## config.mk

```make
export PLATFORM = sky130hd
export DESIGN_NAME = sub_vec_seq
export DESIGN_NICKNAME = d
export VERILOG_FILES = /design/src/rtl/sub_vec_seq.sv
export SDC_FILE = /design/constraint.sdc
export NUM_CORES = 1
export LEC_CHECK = 0
export CAP_MARGIN = 20
export CORE_MARGIN = 2
export CORE_UTILIZATION = 46
export CTS_BUF_LIST = sky130_fd_sc_hd__clkbuf_16
export CTS_CLUSTER_SIZE = 10
export DETAILED_ROUTE_END_ITERATION = 7
export PLACE_DENSITY = 0.79
export SLEW_MARGIN = 5
export SYNTH_ARGS = -nofsm -noshare
export SYNTH_HDL_FRONTEND = slang
export SYNTH_SLANG_ARGS = --single-unit
```

## constraint.sdc

```tcl
create_clock -name clk -period 8.6 [get_ports clk]
set_input_delay 1.72 -clock clk [delete_from_list [all_inputs] [get_ports clk]]
set_output_delay 1.72 -clock clk [all_outputs]
set_load 0.03 [all_outputs]
```

## src/rtl/sub_vec_seq.sv

```systemverilog
// Element-serial signed vector subtractor: out_vec = a_vec - b_vec, one element per clock,
// ready/valid on both sides, optional saturation with a sticky status flag.
module sub_vec_seq #(
   parameter int DIM       = 4,
   parameter int WIDTH     = 16,
   parameter int SATURATE  = 1,
   parameter     precision = "Q8.8"
) (
   input  logic                 clk,
   input  logic                 rst,
   input  logic                 in_valid,
   output logic                 in_ready,
   input  logic [DIM*WIDTH-1:0] a_vec,
   input  logic [DIM*WIDTH-1:0] b_vec,
   output logic                 out_valid,
   input  logic                 out_ready,
   output logic [DIM*WIDTH-1:0] out_vec,
   output logic                 sat_flag,
   output logic                 busy
);
   localparam int IDX_W = (DIM > 1) ? $clog2(DIM) : 1;
   localparam logic [IDX_W-1:0] LAST    = IDX_W'(DIM - 1);
   localparam logic [WIDTH-1:0] MAX_VAL = {1'b0, {(WIDTH-1){1'b1}}};
   localparam logic [WIDTH-1:0] MIN_VAL = {1'b1, {(WIDTH-1){1'b0}}};

   typedef enum logic [1:0] {IDLE, BUSY, DONE} state_t;

   state_t               state, state_next;
   logic [IDX_W-1:0]     idx;
   logic [DIM*WIDTH-1:0] a_reg, b_reg;
   logic [WIDTH-1:0]     a_el, b_el, res;
   logic [WIDTH:0]       diff;
   logic                 ovf;
   logic                 accept;

   // precision only documents the Q format; the arithmetic is format-agnostic.
   if ($bits(precision) == 0) begin : g_no_precision
   end

   always_ff @(posedge clk or posedge rst) begin
      if (rst) state <= IDLE;
      else     state <= state_next;
   end

   always_comb begin
      state_next = state;
      in_ready   = 1'b0;
      out_valid  = 1'b0;
      busy       = 1'b1;
      accept     = 1'b0;
      case (state)
         IDLE: begin
            in_ready = 1'b1;
            busy     = 1'b0;
            accept   = in_valid;
            if (in_valid) state_next = BUSY;
         end
         BUSY: begin
            if (idx == LAST) state_next = DONE;
         end
         DONE: begin
            out_valid = 1'b1;
            if (out_ready) state_next = IDLE;
         end
         default: state_next = IDLE;
      endcase
   end

   // Element mux by index over constant slices keeps every select in range for any DIM.
   always_comb begin
      a_el = '0;
      b_el = '0;
      for (int unsigned i = 0; i < DIM; i++) begin
         if (idx == IDX_W'(i)) begin
            a_el = a_reg[i*WIDTH +: WIDTH];
            b_el = b_reg[i*WIDTH +: WIDTH];
         end
      end
      diff = {a_el[WIDTH-1], a_el} - {b_el[WIDTH-1], b_el};
      ovf  = diff[WIDTH] ^ diff[WIDTH-1];
      if ((SATURATE != 0) && ovf) res = diff[WIDTH] ? MIN_VAL : MAX_VAL;
      else                        res = diff[WIDTH-1:0];
   end

   always_ff @(posedge clk or posedge rst) begin
      if (rst) begin
         a_reg    <= '0;
         b_reg    <= '0;
         out_vec  <= '0;
         sat_flag <= 1'b0;
         idx      <= '0;
      end else if (accept) begin
         a_reg    <= a_vec;
         b_reg    <= b_vec;
         out_vec  <= '0;
         sat_flag <= 1'b0;
         idx      <= '0;
      end else if (state == BUSY) begin
         for (int unsigned i = 0; i < DIM; i++) begin
            if (idx == IDX_W'(i)) out_vec[i*WIDTH +: WIDTH] <= res;
         end
         if ((SATURATE != 0) && ovf) sat_flag <= 1'b1;
         idx <= (idx == LAST) ? '0 : idx + 1'b1;
      end
   end

endmodule
```

======== Yosys cells after proc, flatten, opt, wreduce, memory -nomap -nowiden ========
Cells that the tools add are included.
operators by class
  shift operators ......................... 0
  bitwise operators ....................... 1
  div/mod/pow operators ................... 0
  multipliers ............................. 0
  reduce and logical (&&, ||, !) cells .... 14
  mux-type cells .......................... 30
  add/subtract/negate cells ............... 2
  equality and inequality tests ........... 8
  magnitude comparators ................... 0
operator list
  cell                 number
  $mux 16              14
  $mux 64              2
  $sub 16x16->17       1
  $mux 2               6
  $reduce_bool 2->1    6
  $reduce_and 2->1     5
  $mux 1               7
  $eq 2x2->1 const B   3
  $ne 2x2->1 const B   3
  $pmux 2 s3           1
  $eq 2x1->1 const B   2
  $logic_not 2->1      2
  $reduce_and 3->1     1
  $add 2x1->2 const B  1
  $xor 1x1->1          1
storage, ports and cells
  bits in latches ......................... 0
  word-level logic and storage cells ...... 64
  input port bits ......................... 132
  output and inout port bits .............. 68
  bits in registers ....................... 197
  memories ................................ 0
  ROM bits ................................ 0
  memory bits (writable) .................. 0

======== Logic depth before layout (Yosys ltp) ========
  word-level depth ........................ 11
  mapped depth ............................ 21
  depth with buffers taken out ............ 18

======== Least setup slack after synthesis ========
No wires, ideal clock.
  kind .................................... reg2reg
  from .................................... register idx[1]
  to ...................................... register out_vec[56]
  cell stages (with the launch flop) ...... 20
  path buffers ............................ 3
  data required time ...................... 8.523 ns
  slack ................................... 4.903 ns
  arrival ................................. 3.619 ns
  library setup time ...................... 0.077 ns
  clock period less this slack ............ 3.697 ns
  cell sequence ........................... dfrtp_1 inv_1 ha_1 clkbuf_1 clkbuf_1 nor2_1 a21oi_1 nor2_1 a21oi_1 o21ai_0 ha_1 fa_1 nand2b_1 a21oi_1 o21ai_0 nand2b_1 a21oi_1 buf_1 maj3_1 a21oi_1
between the ends
  longest elaborated chain between the ends .. 11
  elaborated cells on any way between the ends .. 21
  those cells by class .................... add/sub: 1; eq/ne: 3; mux: 13; bitwise: 1; reduce/logical: 3
ends and longest elaborated chain
  element                                        line    text
  from (decl)                                    29      logic [IDX_W-1:0] idx;
  from (signal assigned)                         103     idx <= (idx == LAST) ? '0 : idx + 1'b1;
  $logic_not 2->1                                74      if (idx == IDX_W'(i)) begin
  $mux 16 (4 in a row)                           74
  $sub 16x16->17                                 79      diff = {a_el[WIDTH-1], a_el} - {b_el[WIDTH-1], b_el};
  $mux 16 / $xor 1x1->1 (equally long branches)  81, 80
  $mux 16                                        81      if ((SATURATE != 0) && ovf) res = diff[WIDTH] ? MIN_VAL : MAX_VAL;
  $mux 16                                        100     if (idx == IDX_W'(i)) out_vec[i*WIDTH +: WIDTH] <= res;
  $mux 64                                        98      end else if (state == BUSY) begin
  $mux 64                                        92      end else if (accept) begin
  to (signal, indexed assignment)                100
  to (decl)                                      17      output logic [DIM*WIDTH-1:0] out_vec,
Parallel ways exist; a longest one is shown, timed or not. The select of a mux whose other input is x is not followed.
A chain may end at the register's enable or synchronous reset.

======== Worst setup path after layout ========
  from .................................... register idx[1]
  to ...................................... register out_vec[3]
between the ends
  longest elaborated chain between the ends .. 11
  elaborated cells on any way between the ends .. 21
  those cells by class .................... add/sub: 1; eq/ne: 3; mux: 13; bitwise: 1; reduce/logical: 3
ends and longest elaborated chain
  element                                        line
  $logic_not 2->1                                74, 100
  $mux 16 (4 in a row)                           74
  $sub 16x16->17                                 79
  $mux 16 / $xor 1x1->1 (equally long branches)  81, 80
  $mux 16                                        81
  $mux 16                                        100
  $mux 64                                        98
  $mux 64                                        92
Parallel ways exist; a longest one is shown, timed or not. The select of a mux whose other input is x is not followed.

==> run metrics <==
# nets final 1478; fin crit period 4.669 ns; area of the multi-input gates 0.004219 sq mm; routed via count between 8000 and 9000; vias in the first global route about 8100; worst r2r dst out_vec[3]$_DFFE_PP0P_; total CTS buffers 17; Critical-path top delay cell a21oi_2; hold crit path type flip-flop to flip-flop; leading area contributor after synthesis dfrtp_1; Fin. Hold Viols 0; Pre-antenna DRT Iters 7; Slew Viols, Final 0; crit path from idx[1]$_DFFE_PP0P_; I/O Buffers between 150 and 200; drt via density 5.249; maximum number of pins on one net before global-route repair between 100 and 150; Reg2Reg Setup Slack a little under 4 ns; startpoint class of the critical path flip-flop; synth unique cells 39; fraction of layout cells with a size suffix above 1 under 10%; post-detail-place hpwl between 15000 and 20000 um; H-tree levels 4; max incr delay on CP between 0.9 and 1 ns; Post-DRT Antenna Nets 0; first-pass GRT wire length around 43000 um; final setup fails 0; RSZ-0062 raised after global routing no; worst relative slew slack 24.31%; number of cells on the worst reg-to-reg path 16; Crit path max-delay family compound AO/OA/AOI/OAI gates; ranking of synthesized cells by area dfrtp_1 (52%), nand2_1 (18%), a21oi_1 (8.2%); initial antenna violation count 0; post-synthesis cell count approximately 1200; Levels on crit path 16; clock tree from TritonCTS done; worst path cell trace inv_1, ha_2, buf_4, nor2_1, a21oi_1, nor2_1, a21oi_1, o21ai_0, ha_1, o211ai_1, a21oi_1, o21ai_0, nand2b_1, a21oi_2, maj3_2, a21oi_1; Clock transition at path regs ~0.070 ns; DIE AREA approximately 0.022 sq mm; placed insts about 1600; fmax about 0.21 GHz; WP data required between 8 and 9 ns; Post-Syn Area 0.009482 sq mm; Most common cell on crit path a21oi_1; starting density of the core a little under half; IO Count 200; chip width 147.6 um; top cells by count, synth nand2_1 (444), dfrtp_1 (197), a21oi_1 (156); most common cell in the netlist nand2_1; syn_nets 1329; CORE AREA approximately 0.02 sq mm; Critical R2R Launch idx[1]$_DFFE_PP0P_; Area after DPL approximately 0.012 sq mm; total grt overflow 0; Seq/Total Area, Yosys ~52%; clk_lat worst skew approximately 0.45 ns; kind of critical path flip-flop to flip-flop; worst-margin pin slew between 1 and 1.5 ns; max cap viols 0; final wirelength between 20000 and 30000 um; asr flop ratio synth 100.0%; Clock Path Buffers 2; hold-fix buffers at CTS 0; Fillers 1731; gpl congestion 0.9088; GRT Util Overall approximately a quarter; Register Area 0.004930 sq mm; Worst Skew 0.01051 ns; post-route cell area between 0.01 and 0.015 sq mm; critical path peak fanout 65; arrival time worst endpoint between 4 and 5 ns; Setup TNS 0 ns; Worst Path Buf+Inv 2; Layout Cells excl Fill 1608; Syn Area/Cell approximately 8.1 sq um; Hold Slack roughly 0.48 ns; Worst Setup EP out_vec[3]$_DFFE_PP0P_; CP endpoint kind flip-flop; Syn. warnings 0; Num Clock Sinks approximately 200; status finished, final reports clean; Top FF cell, synth dfrtp_1; post-CTS sizing 0; die height about 150 um; DRT iter0 DRCs 769; setup bufs post-CTS 0; drt wl/cell 17.00 um; synthesis-stage register bit count ~200; Layout Area Growth over Synthesis 28.85%; Rows 52; Root Buffer clkbuf_16; Post-synth EDFFs 0; Final period util ~54%; Yosys top cell area share roughly 52%; number of diodes 0; DRC 0
cell type report:
cell class	instances	share of cell area, %
clock buffer	17	3.482
clock inverter	15	1.106
inverter	10	0.3687
multi-input combinational	888	34.54
sequential	197	40.35
tap	270	2.765
timing repair buffer	211	17.39
stage by stage:
step	util [%]	worst slack, ns
6_report	60.38	3.931
5_1_grt	60.38	3.624
4_1_cts	60.02	4.034
3_5_place_dp	57.25	4.020
3_3_place_gp	57.25	4.112
2_1_floorplan	-	1.511
worst min path at each step:
stage	end	depth (start not counted)	slack, ns	from
floorplan	a_reg[0]$_DFFE_PP0P_	2	0.45	a_reg[0]$_DFFE_PP0P_
global placement	a_reg[32]$_DFFE_PP0P_	2	0.46	a_reg[32]$_DFFE_PP0P_
detailed placement	a_reg[40]$_DFFE_PP0P_	2	0.46	a_reg[40]$_DFFE_PP0P_
CTS	b_reg[10]$_DFFE_PP0P_	2	0.48	b_reg[10]$_DFFE_PP0P_
global route	a_reg[32]$_DFFE_PP0P_	2	0.49	a_reg[32]$_DFFE_PP0P_
finish	b_reg[60]$_DFFE_PP0P_	2	0.48	b_reg[60]$_DFFE_PP0P_
placed cells by master, fill, tap and decap left out, drive strengths merged, types with 6 or more instances in the layout:
cell type,synthesis,routed
a211oi,7,7
o21ai,86,86
a21oi,156,156
nor2,95,95
buf,14,12
nor3,8,8
ha,20,20
maj3,15,15
nand2,444,444
clkbuf,67,17
nand2b,7,7
dfrtp,197,197
clkdlybuf4s50,0,199
mux2i,6,6
inv,10,21
xnor2,6,6
cells by family after synthesis:
kind of cell	after synthesis	synth area share, %
flops	197	51.99
xor+xnor	11	1.016
compound gates	268	15.04
fa+ha+maj	36	4.513
buf+inv	91	3.734
simple gates	567	23.07
mux	6	0.6334
metal layers:
layer / wire (um) / vias to the layer above / part of all wire (%) / GRT usage (%)
li1: - / 4130 / - / -
met1: 12090 / 3931 / 44 / 36.18
met4: 533 / 0 / 1.9 / 7.308
met5: 0 / - / 0 / 0
met3: 1729 / 31 / 6.3 / 3.981
met2: 12990 / 348 / 48 / 40.95
worst reg2reg max path, stage by stage, from the launching register on:
cell      delay, ns
dfrtp_1        0.42
inv_1          0.10
ha_2           0.16
buf_4          0.48
nor2_1         0.16
a21oi_1        0.15
nor2_1         0.06
a21oi_1        0.30
o21ai_0        0.16
ha_1           0.38
o211ai_1       0.19
a21oi_1        0.10
o21ai_0        0.29
nand2b_1       0.15
a21oi_2        0.91
maj3_2         0.44
a21oi_1        0.08
Power is not shown: default switching activity piles up to over one toggle a cycle in this logic, so the estimate is an artifact.
